## config.mk

```make
export PLATFORM = sky130hd
export DESIGN_NAME = iter_divider
export DESIGN_NICKNAME = d
export VERILOG_FILES = /design/src/rtl/iter_divider.sv
export SDC_FILE = /design/constraint.sdc
export NUM_CORES = 1
export LEC_CHECK = 0
export CORE_UTILIZATION = 57
export DETAILED_ROUTE_END_ITERATION = 8
export PLACE_DENSITY_LB_ADDON = 0.12
export SYNTH_ARGS = -nofsm -noshare
export SYNTH_HDL_FRONTEND = slang
export SYNTH_SLANG_ARGS = --single-unit
```

## constraint.sdc

```tcl
create_clock -name CLK -period 3.8 [get_ports CLK]
set_clock_uncertainty 0.2 [all_clocks]
set_input_delay 0.38 -clock CLK [delete_from_list [all_inputs] [get_ports CLK]]
set_output_delay 0.38 -clock CLK [all_outputs]
set_load 0.01 [all_outputs]
```

## src/rtl/iter_divider.sv

```systemverilog
// Multi-cycle restoring divider: one quotient bit per clock, signed operands
// handled as magnitudes with a final sign-correction step.
//
// state | meaning
// IDLE  | waiting for START; divide-by-zero answered here in one cycle
// CALC  | WIDTH shift/trial-subtract steps on the magnitudes
// FIX   | apply operand signs, publish results, pulse DONE
module iter_divider #(
    parameter int WIDTH = 32
) (
    input  logic             CLK,
    input  logic             RST_N,
    input  logic             START,
    input  logic             SIGNED,
    input  logic [WIDTH-1:0] DIVIDEND,
    input  logic [WIDTH-1:0] DIVISOR,
    output logic             BUSY,
    output logic             DONE,
    output logic [WIDTH-1:0] QUOTIENT,
    output logic [WIDTH-1:0] REMAINDER,
    output logic             DIV_BY_ZERO
);

    localparam int CNT_W = (WIDTH > 2) ? $clog2(WIDTH) : 1;

    typedef enum logic [1:0] {
        IDLE,
        CALC,
        FIX
    } state_t;

    state_t           state;
    logic [CNT_W-1:0] count;
    logic [WIDTH-1:0] rem;
    logic [WIDTH-1:0] quo;
    logic [WIDTH-1:0] dvs;
    logic             neg_quo;
    logic             neg_rem;

    logic [WIDTH-1:0] mag_a;
    logic [WIDTH-1:0] mag_b;
    logic [WIDTH-1:0] restored;
    logic [WIDTH:0]   diff;

    // quo doubles as the dividend shift register: MSB out, quotient bit in
    always_comb begin
        mag_a    = (SIGNED && DIVIDEND[WIDTH-1]) ? -DIVIDEND : DIVIDEND;
        mag_b    = (SIGNED && DIVISOR[WIDTH-1])  ? -DIVISOR  : DIVISOR;
        restored = {rem[WIDTH-2:0], quo[WIDTH-1]};
        diff     = {rem, quo[WIDTH-1]} - {1'b0, dvs};
    end

    always_ff @(posedge CLK or negedge RST_N) begin
        if (!RST_N) begin
            state       <= IDLE;
            count       <= '0;
            rem         <= '0;
            quo         <= '0;
            dvs         <= '0;
            neg_quo     <= 1'b0;
            neg_rem     <= 1'b0;
            BUSY        <= 1'b0;
            DONE        <= 1'b0;
            QUOTIENT    <= '0;
            REMAINDER   <= '0;
            DIV_BY_ZERO <= 1'b0;
        end else begin
            case (state)
                IDLE: begin
                    DONE <= 1'b0;
                    if (START) begin
                        if (DIVISOR == '0) begin
                            QUOTIENT    <= '1;
                            REMAINDER   <= DIVIDEND;
                            DIV_BY_ZERO <= 1'b1;
                            DONE        <= 1'b1;
                        end else begin
                            neg_quo <= SIGNED & (DIVIDEND[WIDTH-1] ^ DIVISOR[WIDTH-1]);
                            neg_rem <= SIGNED & DIVIDEND[WIDTH-1];
                            quo     <= mag_a;
                            dvs     <= mag_b;
                            rem     <= '0;
                            count   <= '0;
                            BUSY    <= 1'b1;
                            state   <= CALC;
                        end
                    end
                end
                CALC: begin
                    if (!diff[WIDTH]) begin
                        rem <= diff[WIDTH-1:0];
                        quo <= {quo[WIDTH-2:0], 1'b1};
                    end else begin
                        rem <= restored;
                        quo <= {quo[WIDTH-2:0], 1'b0};
                    end
                    count <= count + CNT_W'(1);
                    if (count == CNT_W'(WIDTH - 1)) begin
                        state <= FIX;
                    end
                end
                FIX: begin
                    QUOTIENT    <= neg_quo ? -quo : quo;
                    REMAINDER   <= neg_rem ? -rem : rem;
                    DIV_BY_ZERO <= 1'b0;
                    DONE        <= 1'b1;
                    BUSY        <= 1'b0;
                    state       <= IDLE;
                end
                default: state <= IDLE;
            endcase
        end
    end

endmodule

```

## After elaboration in Yosys (flattened, before gate mapping)

Cells that the tools add are included.

| operators by class | value |
|---|---|
| $add $sub $neg | 6 |
| multiply operators | 0 |
| divide/modulo/power cells | 0 |
| $lt $le $gt $ge | 0 |
| equal/unequal tests | 7 |
| shift operators | 0 |
| multiplexer cells | 34 |
| bitwise logic cells | 4 |
| reductions and logical operators | 11 |

Operator list:

| kind | number |
|---|---|
| 2-to-1 mux 32 bit | 13 |
| case mux 32 bit (2 select lines) | 4 |
| negation 32 bit | 4 |
| subtractor 33 x 32 -> 33 bit | 1 |
| logical NOT 32 bit | 1 |
| AND reduction 3 bit | 5 |
| 2-to-1 mux 5 bit | 2 |
| case mux 5 bit (2 select lines) | 1 |
| inequality test 2 bit, second input constant | 4 |
| 2-to-1 mux 1 bit | 7 |
| 2-to-1 mux 2 bit | 3 |
| case mux 1 bit (2 select lines) | 3 |
| adder 5 x 1 -> 5 bit, second input constant | 1 |
| == test 5 bit, second input constant | 1 |
| case mux 2 bit (2 select lines) | 1 |
| nonzero test 2 bit | 2 |
| AND 1 bit | 2 |
| == test 2 x 1 -> 1 bit, second input constant | 1 |
| == test 2 bit, second input constant | 1 |
| logical AND 1 bit | 2 |
| logical NOT 2 bit | 1 |
| NOT 1 bit | 1 |
| bitwise XOR 1 bit | 1 |

| storage, ports and cells | value |
|---|---|
| flip-flop bits (word level) | 172 |
| bits in latches | 0 |
| memory bits (writable) | 0 |
| memory bits (read-only) | 0 |
| bits of input ports | 68 |
| output and inout port bits | 67 |
| memories kept | 0 |

## Depth between registers and ports, before layout

| logic depth | value |
|---|---|
| word-level depth | 5 |
| depth in mapped cells | 13 |
| gate-level depth less buffers | 11 |

## Worst setup path after synthesis

OpenSTA, ideal clock, no wires.

| timing path | value |
|---|---|
| kind | register to register |
| start point | register rem[5] |
| end point | register rem[13] |
| setup time | 127 ps |
| arrival time | 2,678 ps |
| path slack | 795 ps |
| stages on the path, launching flop included | 12 |
| buffers on the path | 2 |
| cells stage by stage | dfrtp_1 -> ha_1 -> o21a_1 -> o21ai_0 -> o21ba_2 -> o211a_1 -> or3b_1 -> and4_1 -> buf_2 -> buf_4 -> a41oi_1 -> nand3_1 |

| between the ends | value |
|---|---|
| cells in the longest elaborated chain, start to end | 3 |

Ends and longest elaborated chain:

| element | RTL line | text |
|---|---|---|
| start, declared | 34 | `logic [WIDTH-1:0] rem;` |
| start signal, assigned | 91 | `rem <= diff[WIDTH-1:0];` |
| start signal, assigned | 94 | `rem <= restored;` |
| subtractor 33 x 32 -> 33 bit | 50 | `diff = {rem, quo[WIDTH-1]} - {1'b0, dvs};` |
| 2-to-1 mux 32 bit | 90 | `if (!diff[WIDTH]) begin` |
| case mux 32 bit (2 select lines) | 68 | `case (state)` |

Every way passes these cells.
A chain may end at the register's enable or synchronous reset.

## Worst setup path in the final report

| timing path | value |
|---|---|
| start point | register quo[31] |
| end point | register rem[30] |

| between the ends | value |
|---|---|
| cells in the longest elaborated chain, start to end | 3 |

Ends and longest elaborated chain:

| element | RTL line | text |
|---|---|---|
| start, declared | 35 | `logic [WIDTH-1:0] quo;` |
| start signal, assigned | 80 | `quo <= mag_a;` |
| start signal, assigned | 92 | `quo <= {quo[WIDTH-2:0], 1'b1};` |
| start signal, assigned | 95 | `quo <= {quo[WIDTH-2:0], 1'b0};` |
| subtractor 33 x 32 -> 33 bit | 50 |  |
| 2-to-1 mux 32 bit | 90 |  |
| case mux 32 bit (2 select lines) | 68 |  |

Every way passes these cells.

==> flow_metrics.py <==
metrics = {
    "logic_synthesis": {
        "yosysWarnings": 0,
        "yosysSeqAreaShare_pct": 37.0,
        "synth_area_leaders": "dfrtp_1 (37%), o21ai_0 (6.0%), xnor2_1 (6.0%)",
        "synth_edf_count": 0,
        "synth-seq-cells": 172,
        "synth.distinct_cells": 69,
        "yosysTopAreaCellShare_pct": 37.0,
        "synth_common_cells": "dfrtp_1 (172), o21ai_0 (140), nand2_1 (135), a21oi_1 (104), nor2_1 (101)",
        "postSynthCellCount": 1371,
        "syn-cell-area_sq_um": 11600,
        "post-synth-top-count-cell": "dfrtp_1",
        "async_flop_share_pct": 100,
        "yosys_most_used_dff": "dfrtp_1",
        "yosys.area.top_type": "dfrtp_1",
        "syn_area_per_cell_sq_um": 8.49,
        "syn-num-nets": 1478,
    },
    "setup_path": {
        "cp-end-kind": "flip-flop",
        "criticalPathCategory": "flip-flop to flip-flop",
        "slowest_stage": "dfrtp_1",
        "worst-endpoint-required_ps": 3920,
        "cp.arrival_ps": 3660,
        "crit_family": "compound AO/OA/AOI/OAI gates",
        "cp_slowest_stage_delay_ps": 410,
        "worstPathCellList": "inv_1 -> ha_1 -> fa_1 -> nand2b_1 -> a21oi_1 -> o21ba_2 -> o211a_1 -> o21ai_0 -> nand4_1 -> buf_12 -> nor2_1 -> buf_4 -> a221o_1",
        "worst-path-buf-inv": 3,
        "crit_fanout": 16,
        "startpoint_type": "flip-flop",
    },
    "layout": {
        "final_nets": 1582,
        "diodes": 0,
        "drive_above_1_share_pct": 6.25,
        "syn_to_final_growth_pct": 20.0,
    },
    "global_routing": {
        "overflow": 0,
        "grt_pass1_vias": 9887,
        "grt_first_pass_wirelength_mm": 49.5,
        "use_met1_pct": 37.0,
        "grtUsageTotal_pct": 29.0,
        "busiest_layer": "met2",
        "grt_util_met3_pct": 3.14,
        "use_met2_pct": 50.8,
        "grt_max_degree": 94,
        "antenna_found_initial": 0,
    },
    "clocking": {
        "cts_resized": 0,
        "numClockSinks": 172,
        "clockRootBuffer": "clkbuf_16",
        "cts_buffers": 17,
        "cts_hold_buf": 1,
        "clockBufferDepth": 2,
        "clock_latency_ps": 430,
        "postCtsSetupRepairBufs": 0,
        "cts_tree": "built",
        "htree_levels": 4,
        "path_clk_slew_ps": 70,
    },
    "placed_design": {
        "globalplace.congestion": 0.925,
        "place_hpwl_mm": 22.7,
        "portBuffers": 134,
    },
    "sta": {
        "setup_violations": 0,
        "holdWs_ps": 279,
        "finalHoldViolCount": 0,
        "rsz0062_at_grt": "no",
        "slew-limit-headroom_pct": 27.3,
        "worst_pin_slew_ps": 1090,
        "final-max-slew-violation-count": 0,
        "fmax_mhz": 282,
        "fin_setup_tns_ps": 0,
        "fin_crit_ps": 3540,
        "fin_crit_sh_pct": 93.3,
    },
    "pwr": {
        "p_leak_nw": 5.61,
        "vdd_ir_drop_max_mv": 0.473,
        "cellPowerDensity_nw_per_um2": 891,
    },
    "die": {
        "start_util_pct": 59.1,
        "top_level_ports": 135,
        "dieHeight_microns": 145,
        "rows": 51,
        "core_area_sq_um": 19700,
        "die_w_microns": 145,
        "die_area_sq_um": 21000,
    },
    "drt": {
        "ant_nets": 0,
        "dr.pass1.iters": 5,
        "route.detailed.drc": 0,
        "routed_wl_mm": 30.0,
        "drtIter0Drc": 689,
        "num_vias": 10500,
        "via_per_inst": 5.98,
        "wl_per_cell_microns": 17.1,
    },
    "run": {
        "cap_violations": 0,
    },
    "min_path": {
        "worst_hold_path_type": "flip-flop to flip-flop",
    },
    "outcome": {
        "status": "completed",
    },
}
-- worst min-delay path, delay by kind of cell (launching register included) --
family	cells	cell delay (ps)
flops	1	340
compound gates	1	60
simple gates	1	50
-- cells by family (layout without fill, tap and decap cells) --
logic type / after synthesis / after routing / share of synthesized area, %
AOI/OAI and AO/OA: 411 / 411 / 22.3
xor gates and xnor gates: 139 / 139 / 10.5
adders and majority gates: 39 / 39 / 4.26
buffers and inverters: 142 / 258 / 5.15
DFF: 172 / 172 / 37.0
muxes: 31 / 31 / 2.66
and+or+nand+nor: 437 / 437 / 18.2
-- routing by layer --
layer | up-vias | routed length, microns
li1 | 5150 | -
met1 | 4954 | 12800
met2 | 322 | 15200
met3 | 53 | 1310
met4 | 0 | 727
met5 | - | 0
-- placed cells by master, fill, tap and decap left out, types with 4 or more instances in the layout --
| cell | n |
|---|---|
| dfrtp_1 | 172 |
| o21ai_0 | 140 |
| nand2_1 | 135 |
| clkdlybuf4s50_1 | 133 |
| a21oi_1 | 104 |
| nor2_1 | 100 |
| xnor2_1 | 80 |
| xor2_1 | 59 |
| inv_1 | 57 |
| nor3_1 | 56 |
| ha_1 | 38 |
| nand3_1 | 37 |
| mux2i_1 | 31 |
| buf_4 | 27 |
| a22oi_1 | 24 |
| a221o_1 | 24 |
| o31ai_1 | 20 |
| nor4_1 | 17 |
| clkbuf_16 | 17 |
| a21o_1 | 14 |
| nand2b_1 | 13 |
| or3_1 | 12 |
| o211ai_1 | 10 |
| a31oi_1 | 10 |
| o41ai_1 | 10 |
| nand4_1 | 9 |
| or4_1 | 8 |
| nand3b_1 | 8 |
| buf_12 | 8 |
| o21a_1 | 7 |
| and3_1 | 6 |
| or2_2 | 6 |
| o21ai_1 | 6 |
| a211oi_1 | 5 |
| and2_1 | 5 |
| nor2b_1 | 4 |
| o21bai_1 | 4 |
| bufinv_16 | 4 |
-- registers in the layout, indices dropped and copies added, names as in the netlist --
register / flops
DIV_BY_ZERO: 1
QUOTIENT: 32
quo: 32
neg_rem: 1
DONE: 1
state: 2
neg_quo: 1
count: 5
rem: 32
REMAINDER: 32
BUSY: 1
dvs: 32
-- metrics by stage --
| stage | instance area (sq um) | total power, W | setup slack (ps) | std cells | utilization [%] |
|---|---|---|---|---|---|
| after floorplan | 11600 | 0.00850 | 795 | 1371 | - |
| after global placement | 13300 | 0.0103 | 142 | 1720 | 67.5 |
| after detailed placement | 13300 | 0.0104 | 101 | 1720 | 67.5 |
| after CTS | 14000 | 0.0124 | 247 | 1752 | 70.9 |
| after global routing | 14000 | 0.0134 | 77.7 | 1752 | 70.9 |
| final | 14000 | 0.0124 | 255 | 1752 | 70.9 |
-- area by class of cell --
cell class / count / area, sq um
clock buffers: 20 / 467
clock inverters: 11 / 181
fillers: 1592 / 5750
inverters: 57 / 214
multi-input cells: 1057 / 6760
flip-flops and latches: 172 / 4300
well taps: 265 / 332
repair buffers: 170 / 1720
-- worst paths after layout --
kind | from | to | slack [ps] | depth (start not counted)
setup / recovery | quo[31] | rem[30] | 260 | 13
hold / removal | dvs[27] | dvs[27] | 280 | 2
setup reg to reg | quo[31] | rem[30] | 260 | 13
hold reg to reg | dvs[27] | dvs[27] | 280 | 2
max in group asynchronous | RST_N | rem[13] | 2100 | 3
min in group asynchronous | RST_N | QUOTIENT[29] | 380 | 2
-- power by group --
group / switching [W] / internal [W]
sequential: 0.000808 / 0.00251
clock: 0.000754 / 0.00116
combinational: 0.00393 / 0.00328
(Power assumes the default switching activity.)
